## src/rtl/fetch_queue_pkg.sv

```systemverilog
// Shared types and constants for the instruction-fetch front end.
package fetch_queue_pkg;

  localparam int ILEN = 32;

  // Also used by hart halt detection.
  localparam logic [ILEN-1:0] EBREAK = 32'h00100073;

  typedef struct packed {
    logic [ILEN-1:0] pc;
    logic [ILEN-1:0] inst;
    logic            trap;
  } fetch_entry_t;

endpackage

```

## src/rtl/fetch_queue_sync_fifo.sv

```systemverilog
// In-order FIFO with synchronous flush; storage is not reset, only the pointers and count are.
module sync_fifo #(
  parameter int WIDTH = 8,
  parameter int DEPTH = 4
) (
  input  logic                       clk_i,
  input  logic                       rst_i,
  input  logic                       flush_i,
  input  logic                       push_i,
  input  logic [WIDTH-1:0]           wdata_i,
  input  logic                       pop_i,
  output logic [WIDTH-1:0]           rdata_o,
  output logic                       empty_o,
  output logic [$clog2(DEPTH+1)-1:0] count_o
);

  localparam int AW = (DEPTH > 1) ? $clog2(DEPTH) : 1;
  localparam int CW = $clog2(DEPTH+1);

  logic [WIDTH-1:0] mem_q [DEPTH];
  logic [AW-1:0]    rd_q, wr_q;
  logic [CW-1:0]    cnt_q, cnt_d;

  // Pointers wrap explicitly so non-power-of-two depths work.
  function automatic logic [AW-1:0] bump(input logic [AW-1:0] p);
    return (p == AW'(DEPTH-1)) ? '0 : p + AW'(1);
  endfunction

  always_comb begin
    cnt_d = cnt_q;
    case ({push_i, pop_i})
      2'b10:   cnt_d = cnt_q + CW'(1);
      2'b01:   cnt_d = cnt_q - CW'(1);
      default: cnt_d = cnt_q;
    endcase
  end

  always_ff @(posedge clk_i) begin
    if (rst_i || flush_i) begin
      rd_q  <= '0;
      wr_q  <= '0;
      cnt_q <= '0;
    end else begin
      if (push_i) wr_q <= bump(wr_q);
      if (pop_i)  rd_q <= bump(rd_q);
      cnt_q <= cnt_d;
    end
  end

  always_ff @(posedge clk_i) begin
    if (push_i && !flush_i) mem_q[wr_q] <= wdata_i;
  end

  assign rdata_o = mem_q[rd_q];
  assign empty_o = (cnt_q == '0);
  assign count_o = cnt_q;

endmodule

```

## src/rtl/fetch_queue.sv

```systemverilog
// Instruction-fetch front end: issues sequential fetches to a variable-latency memory,
// buffers in-order responses, and handles redirects by flushing and dropping in-flight data.
module fetch_queue
  import fetch_queue_pkg::*;
#(
  parameter logic [31:0] RESET_ADDR      = 32'h0000_0000,
  parameter int          DEPTH           = 4,
  parameter int          MAX_OUTSTANDING = 2
) (
  input  logic                       i_clk,
  input  logic                       i_rst,
  output logic                       o_imem_req,
  output logic [31:0]                o_imem_addr,
  input  logic                       i_imem_ready,
  input  logic                       i_imem_valid,
  input  logic [31:0]                i_imem_rdata,
  output logic                       o_valid,
  input  logic                       i_ready,
  output logic [31:0]                o_inst,
  output logic [31:0]                o_pc,
  output logic                       o_trap,
  input  logic                       i_redirect,
  input  logic [31:0]                i_redirect_pc,
  output logic [$clog2(DEPTH+1)-1:0] o_count
);

  localparam int CW = $clog2(DEPTH+1);
  localparam int OW = $clog2(MAX_OUTSTANDING+1);
  localparam int SW = CW + 1;

  logic [ILEN-1:0] pc_q, pc_d, trap_pc_q, trap_pc_d;
  logic [OW-1:0]   out_q, out_d, drop_q, drop_d;
  logic            halted_q, halted_d, trap_pend_q, trap_pend_d;

  fetch_entry_t    head, push_entry;
  logic [CW-1:0]   count;
  logic            empty;
  logic [ILEN-1:0] tag_pc;
  logic            unused_tag_empty;
  logic [OW-1:0]   unused_tag_count;

  logic [SW-1:0]   credit;
  logic            req, accept, resp_v, keep, push, valid, pop, tag_pop;

  always_comb begin
    credit = SW'(count) + SW'(out_q);
    // Counting queued entries plus in-flight requests guarantees every response a slot.
    req    = !halted_q && !i_redirect && (out_q < OW'(MAX_OUTSTANDING)) && (credit < SW'(DEPTH));
    accept = req && i_imem_ready;
    resp_v = i_imem_valid && (out_q != '0);
    keep   = resp_v && (drop_q == '0) && !i_redirect;
    // A pending trap never coincides with a kept response: every response still owed is dropped.
    push   = keep || (trap_pend_q && !i_redirect);
    valid  = !empty && !i_redirect;
    pop    = valid && i_ready;
    tag_pop = resp_v && (drop_q == '0);

    push_entry.pc   = trap_pend_q ? trap_pc_q : tag_pc;
    push_entry.inst = trap_pend_q ? '0 : i_imem_rdata;
    push_entry.trap = trap_pend_q;
  end

  always_comb begin
    pc_d        = pc_q;
    out_d       = out_q;
    drop_d      = drop_q;
    halted_d    = halted_q;
    trap_pend_d = 1'b0;
    trap_pc_d   = trap_pc_q;
    if (accept) pc_d = pc_q + 32'd4;
    case ({accept, resp_v})
      2'b10:   out_d = out_q + OW'(1);
      2'b01:   out_d = out_q - OW'(1);
      default: out_d = out_q;
    endcase
    if (resp_v && (drop_q != '0)) drop_d = drop_q - OW'(1);
    if (i_redirect) begin
      // Everything still owed after this cycle's response is stale.
      drop_d = out_q - OW'(resp_v);
      if (i_redirect_pc[1:0] == 2'b00) begin
        pc_d     = i_redirect_pc;
        halted_d = 1'b0;
      end else begin
        halted_d    = 1'b1;
        trap_pend_d = 1'b1;
        trap_pc_d   = i_redirect_pc;
      end
    end
  end

  always_ff @(posedge i_clk) begin
    if (i_rst) begin
      pc_q        <= RESET_ADDR;
      out_q       <= '0;
      drop_q      <= '0;
      halted_q    <= 1'b0;
      trap_pend_q <= 1'b0;
    end else begin
      pc_q        <= pc_d;
      out_q       <= out_d;
      drop_q      <= drop_d;
      halted_q    <= halted_d;
      trap_pend_q <= trap_pend_d;
    end
  end

  always_ff @(posedge i_clk) begin
    trap_pc_q <= trap_pc_d;
  end

  sync_fifo #(.WIDTH($bits(fetch_entry_t)), .DEPTH(DEPTH)) u_entry_fifo (
    .clk_i   (i_clk),
    .rst_i   (i_rst),
    .flush_i (i_redirect),
    .push_i  (push),
    .wdata_i (push_entry),
    .pop_i   (pop),
    .rdata_o (head),
    .empty_o (empty),
    .count_o (count)
  );

  sync_fifo #(.WIDTH(ILEN), .DEPTH(MAX_OUTSTANDING)) u_tag_fifo (
    .clk_i   (i_clk),
    .rst_i   (i_rst),
    .flush_i (i_redirect),
    .push_i  (accept),
    .wdata_i (pc_q),
    .pop_i   (tag_pop),
    .rdata_o (tag_pc),
    .empty_o (unused_tag_empty),
    .count_o (unused_tag_count)
  );

  assign o_imem_req  = req && !i_rst;
  assign o_imem_addr = i_rst ? RESET_ADDR : pc_q;
  assign o_valid     = valid && !i_rst;
  assign o_pc        = i_rst ? '0 : head.pc;
  assign o_inst      = i_rst ? '0 : head.inst;
  assign o_trap      = head.trap && !i_rst;
  assign o_count     = i_rst ? '0 : count;

endmodule
```

## config.mk

```make
export PLATFORM = sky130hd
export DESIGN_NAME = fetch_queue
export DESIGN_NICKNAME = d
export VERILOG_FILES = /design/src/rtl/fetch_queue_pkg.sv /design/src/rtl/fetch_queue_sync_fifo.sv /design/src/rtl/fetch_queue.sv
export SDC_FILE = /design/constraint.sdc
export NUM_CORES = 1
export LEC_CHECK = 0
export ABC_AREA = 1
export CAP_MARGIN = 15
export CORE_ASPECT_RATIO = 0.9
export CORE_MARGIN = 1.5
export CORE_UTILIZATION = 32
export DETAILED_ROUTE_END_ITERATION = 16
export GPL_ROUTABILITY_DRIVEN = 0
export HOLD_SLACK_MARGIN = 0.06
export SYNTH_ARGS = -nofsm -noshare
export SYNTH_HDL_FRONTEND = slang
export SYNTH_SLANG_ARGS = --single-unit
```

## constraint.sdc

```tcl
create_clock -name i_clk -period 6.8 [get_ports i_clk]
set_input_delay 1.36 -clock i_clk [delete_from_list [all_inputs] [get_ports i_clk]]
set_output_delay 1.36 -clock i_clk [all_outputs]
set_load 0.03 [all_outputs]
```

# Word-level counts from Yosys, hierarchy flattened
# Memories as Yosys holds them, arrays and structs flattened. A register that Yosys moved wholly into a read port is not among the register bits.
# Index checks and enable logic that the tools add are counted.
dict set report op_classes {
  eq_ne 6
  n_reduce_logical 32
  n_mux 26
  bitwise_logic 2
  magnitude_cmp 2
  addsub 12
}
# cell n
set op_table {}
lappend op_table {{two-way mux 32 bit} 8}
lappend op_table {{adder 32 x 3 -> 32 bit (second input constant)} 1}
lappend op_table {{logical AND 1 bit} 16}
lappend op_table {{two-way mux 2 bit} 6}
lappend op_table {{nonzero test 2 bit} 5}
lappend op_table {{two-way mux 1 bit} 9}
lappend op_table {{equality test 2 bit (second input constant)} 4}
lappend op_table {{adder 2 x 1 -> 2 bit (second input constant)} 3}
lappend op_table {{case mux 3 bit (2 select lines)} 1}
lappend op_table {{adder 3 x 2 -> 4 bit} 1}
lappend op_table {{equality test 2 x 1 -> 1 bit (second input constant)} 2}
lappend op_table {{zero test 1 bit} 4}
lappend op_table {{zero test 2 bit} 2}
lappend op_table {{less-than comparator 4 x 3 -> 1 bit (second input constant)} 1}
lappend op_table {{case mux 2 bit (2 select lines)} 1}
lappend op_table {{subtractor 2 x 1 -> 2 bit (second input constant)} 2}
lappend op_table {{adder 3 x 1 -> 3 bit (second input constant)} 1}
lappend op_table {{zero test 3 bit} 1}
lappend op_table {{two-way mux 3 bit} 1}
lappend op_table {{subtractor 3 x 1 -> 3 bit (second input constant)} 1}
lappend op_table {{adder 1 bit (second input constant)} 2}
lappend op_table {{logical OR 1 bit} 2}
lappend op_table {{less-than comparator 2 bit (second input constant)} 1}
lappend op_table {{NOT 1 bit} 2}
lappend op_table {{other kinds (3)} 3}
dict set report totals {
  in_bits 70
  regBits 79
  word_cells 93
  output_inout_bits 102
  ramBits 324
  memories 2
}
# memory words width read_ports rd_clocked_by_memory_dff wr line
set memory_table {}
lappend memory_table {u_entry_fifo.mem_q 4 65 1 1 1 fetch_queue_sync_fifo.sv:20} ;# logic [WIDTH-1:0] mem_q [DEPTH];
lappend memory_table {u_tag_fifo.mem_q 2 32 1 1 1 fetch_queue_sync_fifo.sv:20}

# Logic depth before layout (Yosys ltp)
dict set report logic_depth {
  word_depth 8
  ltp_mapped 12
  ltp_nobuf 12
}

# Modules after synthesis
# A second synthesis with hierarchy kept.
dict set report hier_totals {
  hier_cells 1642
  area_unflattened_um2 17959.7
}
# mod cells_per_inst area_per_inst_um2 seq_area_each_um2 instances
set by_module_without_submodules {}
lappend by_module_without_submodules {{sync_fifo (u_entry_fifo)} 691 10423.7 7987.7 1}
lappend by_module_without_submodules {fetch_queue 819 4840.9 1721.7 1}
lappend by_module_without_submodules {{sync_fifo (u_tag_fifo)} 132 2695.1 2021.9 1}

# Least setup slack after synthesis
# No wires, ideal clock.
dict set report synth_path {
  path_type {input to register}
  start {in i_imem_valid}
  end {mem u_entry_fifo.mem_q[0][0] in the netlist's numbering, enable pin}
  t_required_ns 6.311
  stages 5
  path_buffers 0
  setup_time_ns 0.489
  path_slack_ns 1.756
  arrival_time_ns 4.556
  path_cell_list {o21a_1 nand2_1 nand2_1 nand2_1 nor2_1}
}
dict set report synth_between {
  elab_chain_cells 7
}
# element line
set synth_lines {}
lappend synth_lines {{start: declaration} fetch_queue.sv:15} ;# input logic i_imem_valid,
lappend synth_lines {{logical AND 1 bit} fetch_queue.sv:50} ;# resp_v = i_imem_valid && (out_q != '0);
lappend synth_lines {{logical AND 1 bit (2 in series)} fetch_queue.sv:51} ;# keep = resp_v && (drop_q == '0) && !i_redirect;
lappend synth_lines {{logical OR 1 bit} fetch_queue.sv:53} ;# push = keep || (trap_pend_q && !i_redirect);
lappend synth_lines {{logical AND 1 bit} fetch_queue_sync_fifo.sv:51} ;# if (push_i && !flush_i) mem_q[wr_q] <= wdata_i;
lappend synth_lines {{two-way mux 1 bit} fetch_queue_sync_fifo.sv:51}
lappend synth_lines {{two-way mux 1 bit (not written as such)} fetch_queue_sync_fifo.sv:51}
lappend synth_lines {{end: declaration} fetch_queue_sync_fifo.sv:20}
# No other way between the ends.

==> results.py <==
metrics = {
    "timing": {
        "tightest_slew_ns": 1.11,
        "rsz0062_at_grt": "no",
        "fin_crit_sh_pct": 70.1,
        "finalClockSkew_ns": 0.0180,
        "timing.setup.tns_ns": 0,
        "min_period_ns": 4.77,
        "hold_viol": 0,
        "drv_slew": 0,
        "slew_headroom_pct": 25.6,
        "max_clock_freq_ghz": 0.210,
        "setup_viol": 0,
    },
    "worst_setup_path": {
        "critPathArrivalTime_ns": 3.41,
        "reg2reg_depth": 6,
        "critical_path_required_ns": 5.44,
        "critPathMaxFanout": 84,
        "worstSetupEndpointType": "output pin",
        "start_kind": "register",
        "criticalPathCategory": "reg2out",
    },
    "layout": {
        "finalInstanceArea_um2": 21100,
        "antenna-diode-count": 0,
        "post_route_cells_drive_above_1_share_pct": 6.40,
        "final_common_cell": "nor2_1",
        "fin_util_pct": 39.9,
        "area_growth_pct": 23.1,
        "final_cell_mix": "nor2_1, edfxtp_1, nand2_1",
        "n_fill_cell": 5070,
        "final_cell_count_no_fill": 2555,
        "final_nets": 1908,
    },
    "place": {
        "placed_cell_area_um2": 19600,
        "portBuffers": 171,
        "dpl.cell_count": 2474,
        "dp_hpwl_um": 26800,
    },
    "clocking": {
        "cts.sinks": 406,
        "cts_max_level": 2,
        "path_clk_slew_ns": 0.06,
        "cts_resized": 0,
        "cts_setup_buffers": 0,
        "insertion_delay_ns": 0.55,
        "cts_hold_buf": 0,
        "cts_root_buffer": "clkbuf_16",
        "cts_tree": "done",
        "cts_buffers": 44,
        "cts_max_path_buffers": 3,
    },
    "synth": {
        "yosysWarnings": 0,
        "netlist_instances": 1670,
        "syn-cell-area_um2": 17200,
        "ys_seq_area_share_pct": 68.1,
        "yosysUniqueCellTypes": 33,
        "syn_avg_cell_area_um2": 10.3,
        "syn_nets": 1752,
        "ys_ff_latch": 406,
    },
    "detailed_routing": {
        "ant_nets": 0,
        "via_per_inst": 4.74,
        "drc": 0,
        "drt_pre_antenna_iters": 5,
        "post_drt_wl_per_cell_um": 17.3,
        "vias": 12100,
        "wl_um": 44100,
        "first_iter_violations": 869,
    },
    "floorplanning": {
        "start_util_pct": 32.4,
        "fp.dieH_um": 223,
        "dieArea_um2": 55000,
        "ios": 172,
        "std_cell_rows": 80,
        "fp.coreArea_um2": 53000,
        "die_w_um": 247,
    },
    "min_path": {
        "hp-class": "reg2reg",
        "hold_depth": 0,
    },
    "global_routing": {
        "grt_pass1_wl_um": 67300,
        "grt_start_max_net_pins": 96,
        "antenna_found_initial": 0,
        "track_usage_pct": 15.9,
        "grt.overflow.total": 0,
        "grt_pass1_vias": 11700,
    },
    "run_status": {
        "status": "finished, final reports clean",
    },
    "run": {
        "drv_cap": 0,
    },
    "pwr": {
        "p_leak_nw": 7.68,
        "vdd_drop_max_mv": 0.157,
        "power_density_nw_per_um2": 272,
    },
}
## Yosys cell counts, drive strengths merged
cell | count | area (µm²)
clkinv | 3 | 12.5
clkbuf | 54 | 203
dfxtp | 50 | 1000
inv | 126 | 473
o21a | 2 | 15.0
nor2 | 431 | 1650
fa | 1 | 20.0
a211oi | 1 | 7.51
ha | 11 | 138
nand2 | 233 | 877
nand3 | 49 | 250
o211a | 1 | 10.0
buf | 31 | 154
o21ai | 157 | 786
xor2 | 5 | 43.8
o211ai | 2 | 15.0
nand4 | 2 | 27.5
a21oi | 146 | 731
nor3 | 8 | 51.3
edfxtp | 356 | 10700
a31oi | 1 | 6.26
## cell families (layout without fill, tap and decap cells)
kind of cell	count (synthesis)	after routing	synth area share [%]
fa+ha+maj	12	12	0.919
compound gates	310	310	9.15
flops	406	406	68.1
xor+xnor	5	5	0.255
simple gates	723	723	16.6
buf+inv	214	402	4.91
## area by class of cell
cell class	instances	area, µm²	share of cell area, %
clock inverters	24	236	1.12
inverters	129	487	2.31
well taps	697	872	4.13
repair buffers	195	1970	9.33
flip-flops and latches	406	11700	55.4
clock buffers	54	1190	5.64
multi-input cells	1050	4660	22.1
## metrics by stage
step	total power [mW]	setup WS [ns]	hold WS (ns)
after floorplan	3.20	1.76	0.426
after global placement	3.41	2.16	0.436
after detailed placement	3.43	2.07	0.456
after CTS	5.79	1.46	0.471
after global routing	5.94	1.78	0.481
final	5.73	2.03	0.468
## path summary, 6_finish.rpt
path                     from                         to  slack, ns
setup / recovery     register                 o_inst[15]       2.03
hold / removal        pc_q[0]     u_tag_fifo.mem_q[1][0]       0.47
hold reg to reg       pc_q[0]     u_tag_fifo.mem_q[1][0]       0.47
setup reg to reg  trap_pend_q  u_entry_fifo.mem_q[1][10]       2.87
## state kept, by name (all words and copies together), names as in the netlist, 2 cells and up, named ones only
register,count
trap_pc_q,32
u_entry_fifo.count_o,3
u_entry_fifo.rd_q,2
u_tag_fifo.mem_q,64
pc_q,32
out_q,2
u_entry_fifo.wr_q,2
drop_q,2
u_entry_fifo.mem_q,260
## report_power, final
group	switching [mW]	leakage [nW]	internal [mW]
combinational	0.326	3.32	0.176
sequential	0.0517	3.66	2.82
clock	0.963	0.693	1.40
## worst max-delay path, cell delays in order (launching register included)
cell and delay, ns:
dfxtp_4 0.68, buf_4 0.80, nor2_1 0.12, nor2_1 0.12
o21ai_0 0.10, a21oi_1 0.27, clkdlybuf4s50_1 0.73
## routing by layer
| metal | wire length (µm) | track usage, % | vias to the layer above |
|---|---|---|---|
| li1 | - | - | 5914 |
| met5 | 0 | 0 | - |
| met2 | 20500 | 25.9 | 337 |
| met1 | 20000 | 21.9 | 5796 |
| met3 | 2580 | 2.66 | 66 |
| met4 | 950 | 4.21 | 0 |
No activity file was read; power rests on OpenSTA's default activity.
